--- config.mk ---
export PLATFORM = sky130hd
export DESIGN_NAME = bus_region_sequencer
export DESIGN_NICKNAME = d
export VERILOG_FILES = /design/src/rtl/bus_region_sequencer.sv
export SDC_FILE = /design/constraint.sdc
export NUM_CORES = 1
export LEC_CHECK = 0
export CORE_MARGIN = 3
export CORE_UTILIZATION = 43
export DETAILED_ROUTE_END_ITERATION = 8
export HOLD_SLACK_MARGIN = 0.15
export MAX_ROUTING_LAYER = met4
export PLACE_DENSITY = 0.83
export SLEW_MARGIN = 20
export SYNTH_ARGS = -nofsm -noshare
export SYNTH_HDL_FRONTEND = slang
export SYNTH_SLANG_ARGS = --single-unit
--- constraint.sdc ---
create_clock -name sysClk -period 1.7 [get_ports sysClk]
set_input_delay 0.255 -clock sysClk [delete_from_list [all_inputs] [get_ports sysClk]]
set_output_delay 0.255 -clock sysClk [all_outputs]
set_load 0.01 [all_outputs]
--- src/rtl/bus_region_sequencer.sv ---
// 68030 local-bus cycle sequencer: region decode, chip enables, programmable
// wait/ext-ack timing, DSACK port sizing and BERR on timeout or no match.
//
// Ports:
//   sysClk, sysRESETn         clock, async active-low reset
//   cpuASn, cpuRWn, cpuFC     CPU strobe, direction, function code
//   cpuAddrHi                 A[31:32-ADDR_W]
//   extACKn                   per-region external ack (active low)
//   cfgWE, cfgSel, cfgData    table write {ciin, size[1:0], ext, wait}
//   regCEn                    per-region chip enable (active low)
//   cpuDSACKn, dsackOE        DSACK value and its output enable
//   cpuBERRn, cpuCIINn        bus error, cache inhibit (active low)
//   busy                      sequencer not idle
module bus_region_sequencer #(
  parameter int NREG = 4,
  parameter int ADDR_W = 8,
  parameter logic [NREG*ADDR_W-1:0] REG_MATCH = '0,
  parameter logic [NREG*ADDR_W-1:0] REG_MASK = '1,
  parameter int WAIT_W = 4,
  parameter int TO_W = 8,
  parameter logic [TO_W-1:0] TO_LIMIT = '1,
  parameter bit BERR_NOMATCH = 1'b1,
  localparam int SEL_W = (NREG > 1) ? $clog2(NREG) : 1
) (
  input  logic              sysClk,
  input  logic              sysRESETn,
  input  logic              cpuASn,
  input  logic              cpuRWn,
  input  logic [2:0]        cpuFC,
  input  logic [ADDR_W-1:0] cpuAddrHi,
  input  logic [NREG-1:0]   extACKn,
  input  logic              cfgWE,
  input  logic [SEL_W-1:0]  cfgSel,
  input  logic [WAIT_W+3:0] cfgData,
  output logic [NREG-1:0]   regCEn,
  output logic [1:0]        cpuDSACKn,
  output logic              dsackOE,
  output logic              cpuBERRn,
  output logic              cpuCIINn,
  output logic              busy
);

  typedef enum logic [1:0] {
    IDLE = 2'd0,
    WAIT = 2'd1,
    ACK  = 2'd2,
    BERR = 2'd3
  } state_t;

  state_t state, stateNext;

  logic [WAIT_W-1:0] tWait [NREG];
  logic              tExt  [NREG];
  logic [1:0]        tSize [NREG];
  logic              tCiin [NREG];

  logic [SEL_W-1:0]  idx;
  logic              latExt;
  logic [1:0]        latSize;
  logic              latCiin;
  logic [WAIT_W-1:0] waitCnt;
  logic [TO_W-1:0]   toCnt;
  logic              negPhase;

  logic              hitAny;
  logic [SEL_W-1:0]  hitIdx;
  logic              ackNow;
  logic              loadEntry;
  logic              unusedRw;

  assign unusedRw = cpuRWn;

  // Descending scan so the lowest-index hit is the last assignment.
  always_comb begin
    hitAny = 1'b0;
    hitIdx = '0;
    for (int i = NREG - 1; i >= 0; i--) begin
      if (((cpuAddrHi ^ REG_MATCH[i*ADDR_W +: ADDR_W])
           & REG_MASK[i*ADDR_W +: ADDR_W]) == '0) begin
        hitAny = 1'b1;
        hitIdx = SEL_W'(i);
      end
    end
  end

  assign ackNow = latExt ? ~extACKn[idx] : (waitCnt == '0);

  always_ff @(posedge sysClk or negedge sysRESETn) begin
    if (!sysRESETn) begin
      for (int i = 0; i < NREG; i++) begin
        tWait[i] <= '1;
        tExt[i]  <= 1'b0;
        tSize[i] <= 2'b01;
        tCiin[i] <= 1'b1;
      end
    end else if (cfgWE && (int'(cfgSel) < NREG)) begin
      tWait[cfgSel] <= cfgData[WAIT_W-1:0];
      tExt[cfgSel]  <= cfgData[WAIT_W];
      tSize[cfgSel] <= cfgData[WAIT_W+2:WAIT_W+1];
      tCiin[cfgSel] <= cfgData[WAIT_W+3];
    end
  end

  always_ff @(posedge sysClk or negedge sysRESETn) begin
    if (!sysRESETn) begin
      state <= IDLE;
    end else begin
      state <= stateNext;
    end
  end

  always_comb begin
    stateNext = state;
    loadEntry = 1'b0;
    regCEn    = '1;
    cpuDSACKn = 2'b11;
    dsackOE   = 1'b0;
    cpuBERRn  = 1'b1;
    cpuCIINn  = 1'b1;
    unique case (state)
      IDLE: begin
        dsackOE = negPhase;
        if (!cpuASn && cpuFC != 3'b111) begin
          if (hitAny) begin
            stateNext = WAIT;
            loadEntry = 1'b1;
          end else if (BERR_NOMATCH) begin
            stateNext = BERR;
          end
        end
      end
      WAIT: begin
        regCEn[idx] = 1'b0;
        cpuCIINn = ~latCiin;
        if (cpuASn) begin
          stateNext = IDLE;
        end else if (ackNow) begin
          stateNext = ACK;
        end else if (toCnt == '0) begin
          stateNext = BERR;
        end
      end
      ACK: begin
        regCEn[idx] = 1'b0;
        dsackOE = 1'b1;
        unique case (latSize)
          2'b00:   cpuDSACKn = 2'b00;
          2'b10:   cpuDSACKn = 2'b01;
          default: cpuDSACKn = 2'b10;
        endcase
        if (cpuASn) begin
          stateNext = IDLE;
        end
      end
      BERR: begin
        cpuBERRn = 1'b0;
        if (cpuASn) begin
          stateNext = IDLE;
        end
      end
      default: stateNext = IDLE;
    endcase
  end

  assign busy = (state != IDLE);

  always_ff @(posedge sysClk or negedge sysRESETn) begin
    if (!sysRESETn) begin
      idx      <= '0;
      latExt   <= 1'b0;
      latSize  <= 2'b01;
      latCiin  <= 1'b1;
      waitCnt  <= '0;
      toCnt    <= '0;
      negPhase <= 1'b0;
    end else begin
      // One IDLE cycle of driven-high DSACK after a completed cycle.
      negPhase <= (state == ACK) && (stateNext == IDLE);
      if (loadEntry) begin
        idx     <= hitIdx;
        latExt  <= tExt[hitIdx];
        latSize <= tSize[hitIdx];
        latCiin <= tCiin[hitIdx];
        waitCnt <= tWait[hitIdx];
        toCnt   <= TO_LIMIT;
      end else if (state == WAIT) begin
        if (!latExt && waitCnt != '0) begin
          waitCnt <= waitCnt - 1'b1;
        end
        if (toCnt != '0) begin
          toCnt <= toCnt - 1'b1;
        end
      end
    end
  end

endmodule

==> key figures <==
Synthesis
  • Top cell type's share of synthesized area: a little under a third
  • Post-synth EDFFs: 0
  • Post-Syn Area: between 1500 and 2000 um^2
  • Library cells used by synthesis: 40
  • Leading area contributor after synthesis: dfrtp_1
  • Most frequent cell after synthesis: dfrtp_1
  • Async SR Flop Fraction: 100%
  • Synth cell count leaders: dfrtp_1, inv_1, nand2_1, mux2_2, dfstp_2
  • #FFs+latches synth: 27
  • Sequential-to-total area share from yosys stat: ~45%
  • Main flop type after synthesis: dfrtp_1
  • Synth Area per Inst: between 10 and 15 um^2
  • Synthesis warning total: 0
  • Top post-synthesis cells by area: dfrtp_1, dfstp_2, mux2_2
  • Gate Count Post-Synth: between 100 and 150

Placed design
  • HPWL Detailed: around 2.6 mm
  • DP Cell Count: about 240
  • RePlAce Congestion: 0.786
  • Placement Cell Area: roughly 2000 um^2
  • I/O Buffers: 32

CTS
  • Clock root cell: clkbuf_4
  • H-tree lvl count: 1
  • CTS sink cnt: 27
  • Buffers from clock root to sink, at most: 2
  • Clock-pin transition on the worst setup and hold timing paths: between 0.1 and 0.15 ns
  • Cts hold-fix bufs: 0
  • Num CTS Buffers: 3
  • Clk_lat worst skew: ~0.33 ns
  • CTS tree: yes

Worst setup path
  • Critical path type: reg -> reg
  • CP peak stage delay: ~0.46 ns
  • Worst path slowest cell: or4b_4
  • Delay-heaviest family, CP: compound AO/OA/AOI/OAI gates
  • Buffers plus inverters on the worst setup path: 1
  • Crit Path Max Fanout: 3
  • Crit-path cells: inv_2 > ha_4 > or4b_4 > a311oi_2 > o22ai_2 > a2111oi_2
  • Worst endpoint data arrival time: around 2.0 ns
  • Worst Path Required: slightly below 2 ns
  • Worst Setup Start Kind: flip-flop
  • Crit end category: flip-flop

Layout
  • Layout cells sized above 1: 39.9%
  • Register area: about 700 um^2
  • Finished Core Util: approximately 69%
  • Syn-to-layout area delta: 47.1%
  • Ant. Diodes: 0
  • Fillers: 264
  • NumNets Final: around 250
  • Fin area: ~2200 um^2
  • Final Non-Filler Cells: 252
  • Area of the multi-input gates: roughly 850 um^2

Route
  • Number of DRC markers in iteration 0: ~120
  • Routed WL per cell: between 10 and 15 um
  • Drt pass-1 iters: 4
  • Vias/cell: 5.15
  • Residual DRC: 0
  • Post-route ant nets: 0
  • Routed Wire Length: between 3 and 4 mm
  • Via count: 1298

STA
  • Final Max Tran Viols: 0
  • Final Worst Setup Slack: -0.0724 ns
  • Skew final: a little over 0.006 ns
  • Crit path time final: ~1.8 ns
  • Final period util: 104%
  • Final setup violation count: 1
  • Fmax: roughly 560 MHz
  • Setup TNS: -0.0724 ns
  • Unrepaired setup endpoints after global routing: yes
  • Final Hold Fails: 0

Global routing
  • Largest net degree at the start of global routing: 28
  • Gr usage total: around 18%
  • Vias in the first global route: ~1.4k
  • Antenna violations before repair: 0
  • Global route overflow: 0
  • First-pass GRT wire length: between 5 and 6 mm

Die
  • # IOs: 40
  • Die X: between 60 and 70 um
  • Die height: roughly 65 um
  • Starting density of the core: a little under half
  • Core Footprint: 3200 um^2
  • Core Rows: 20
  • DIE AREA: 4260 um^2

Hold path
  • Worst min path class: in -> async

Pwr
  • Sequential Power Share: about a third
  • Leak pwr: 0.000911 uW
  • Switch share: 35.8%
  • Worst vdd ir: just over 0.6 mV
  • Design internal power: ~1800 uW
  • Combinational power share: 55.8%
  • Pwr Density: 1260 nW/um^2
  • Clk pwr share: approximately a tenth
  • NetSw: 1000 uW

Run
  • MaxCap Viol Count: 0

Status
  • Failing checks: setup timing
  • Status: finished, violations left
[cells by family after synthesis]
family                   count (synthesis)  share of synthesized area [%]
AO/OA/AOI/OAI                           23                           11.8
AND/OR/NAND/NOR                         43                           16.1
multiplexers                            13                           9.69
adder cells (fa/ha/maj)                  6                           4.97
flip-flops                              27                           45.4
XOR/XNOR                                10                           5.80
buffers and inverters                   21                           6.05
other                                    1                          0.248
[routing by layer]
| metal | part of all wire (%) | routed length, um | vias to the layer above | GRT usage, % |
|---|---|---|---|---|
| li1 | - | - | 622 | - |
| met1 | 40 | 1400 | 630 | 18.6 |
| met2 | 54 | 1900 | 34 | 34.6 |
| met3 | 3.4 | 120 | 12 | 2.74 |
| met4 | 3.0 | 107 | 0 | 6.99 |
| met5 | 0 | 0 | - | - |
[worst register-to-register path, delay by kind of cell (launching register included)]
family                     cells  cell delay (ns)
and+or+nand+nor                1             0.46
DFF                            1             0.42
AOI/OAI and AO/OA              3             0.57
buffers and inverters          1             0.09
adders and majority gates      1             0.13
[state kept, by name, indices dropped and copies added, names as in the netlist]
name	count
tWait	4
tCiin	1
waitCnt	4
tSize	2
latExt	1
state	2
latSize	2
tExt	1
latCiin	1
negPhase	1
toCnt	8
[power by group through the flow]
stage	sequential (uW)	clock, uW	combinational [uW]
finish	957	279	1560
global route	976	323	1730
CTS	952	288	1430
detailed placement	972	0	1280
global placement	960	0	1210
floorplan	974	0	695
[through the flow]
stage          worst slack (ns)  total power [uW]  hold WS, ns
2_1_floorplan           -0.0495              1670      -0.0406
3_5_place_dp             -0.157              2250        0.476
5_1_grt                  -0.160              3030        0.285
6_report                -0.0724              2800        0.276
3_3_place_gp            -0.0886              2170        0.466
4_1_cts                  -0.136              2670        0.298
[final timing paths]
check	startpoint	to	depth (start not counted)	slack, ns
setup / recovery	waitCnt[1]$_DFFE_PN0P_	negPhase$_DFF_PN0_	6	-0.07
hold / removal	sysRESETn	toCnt[6]$_DFFE_PN0P_	2	0.28
setup reg to reg	waitCnt[1]$_DFFE_PN0P_	negPhase$_DFF_PN0_	6	-0.07
hold reg to reg	tSize[7]$_DFFE_PN0P_	latSize[1]$_DFFE_PN0P_	1	0.50
max in group asynchronous	sysRESETn	tWait[15]$_DFFE_PN1P_	2	1.11
min in group sysClk	tSize[7]$_DFFE_PN0P_	latSize[1]$_DFFE_PN0P_	1	0.50
[cells in the final DEF (no fill, tap or decap), types with 4 or more instances in the layout]
| cell | instances |
|---|---|
| dfrtp_1 | 19 |
| buf_4 | 32 |
| mux2_2 | 9 |
| clkdlybuf4s50_1 | 25 |
| xnor2_1 | 5 |
| a21oi_1 | 5 |
| inv_1 | 8 |
| ha_4 | 5 |
| dfstp_2 | 8 |
| nand2_1 | 12 |
| mux2_1 | 4 |
| nor2_1 | 7 |
| inv_2 | 5 |
| xor2_1 | 5 |
[area by class of cell]
class | count | share of cell area (%)
Sequential cell | 27 | 30.9
Multi-Input combinational cell | 98 | 38.2
Tap cell | 44 | 2.48
Inverter | 13 | 2.20
Clock buffer | 4 | 1.18
Timing Repair Buffer | 66 | 25.1
[what timing repair did]
item | in CTS | in global routing
buffers inserted | 7 | 5
gates resized for setup | 27 | 19
pin swaps | 4 | 11
endpoints found under the setup margin | 16 | 20
hold endpoints to repair | 0 | 0
Power figures use the tool's default switching activity.
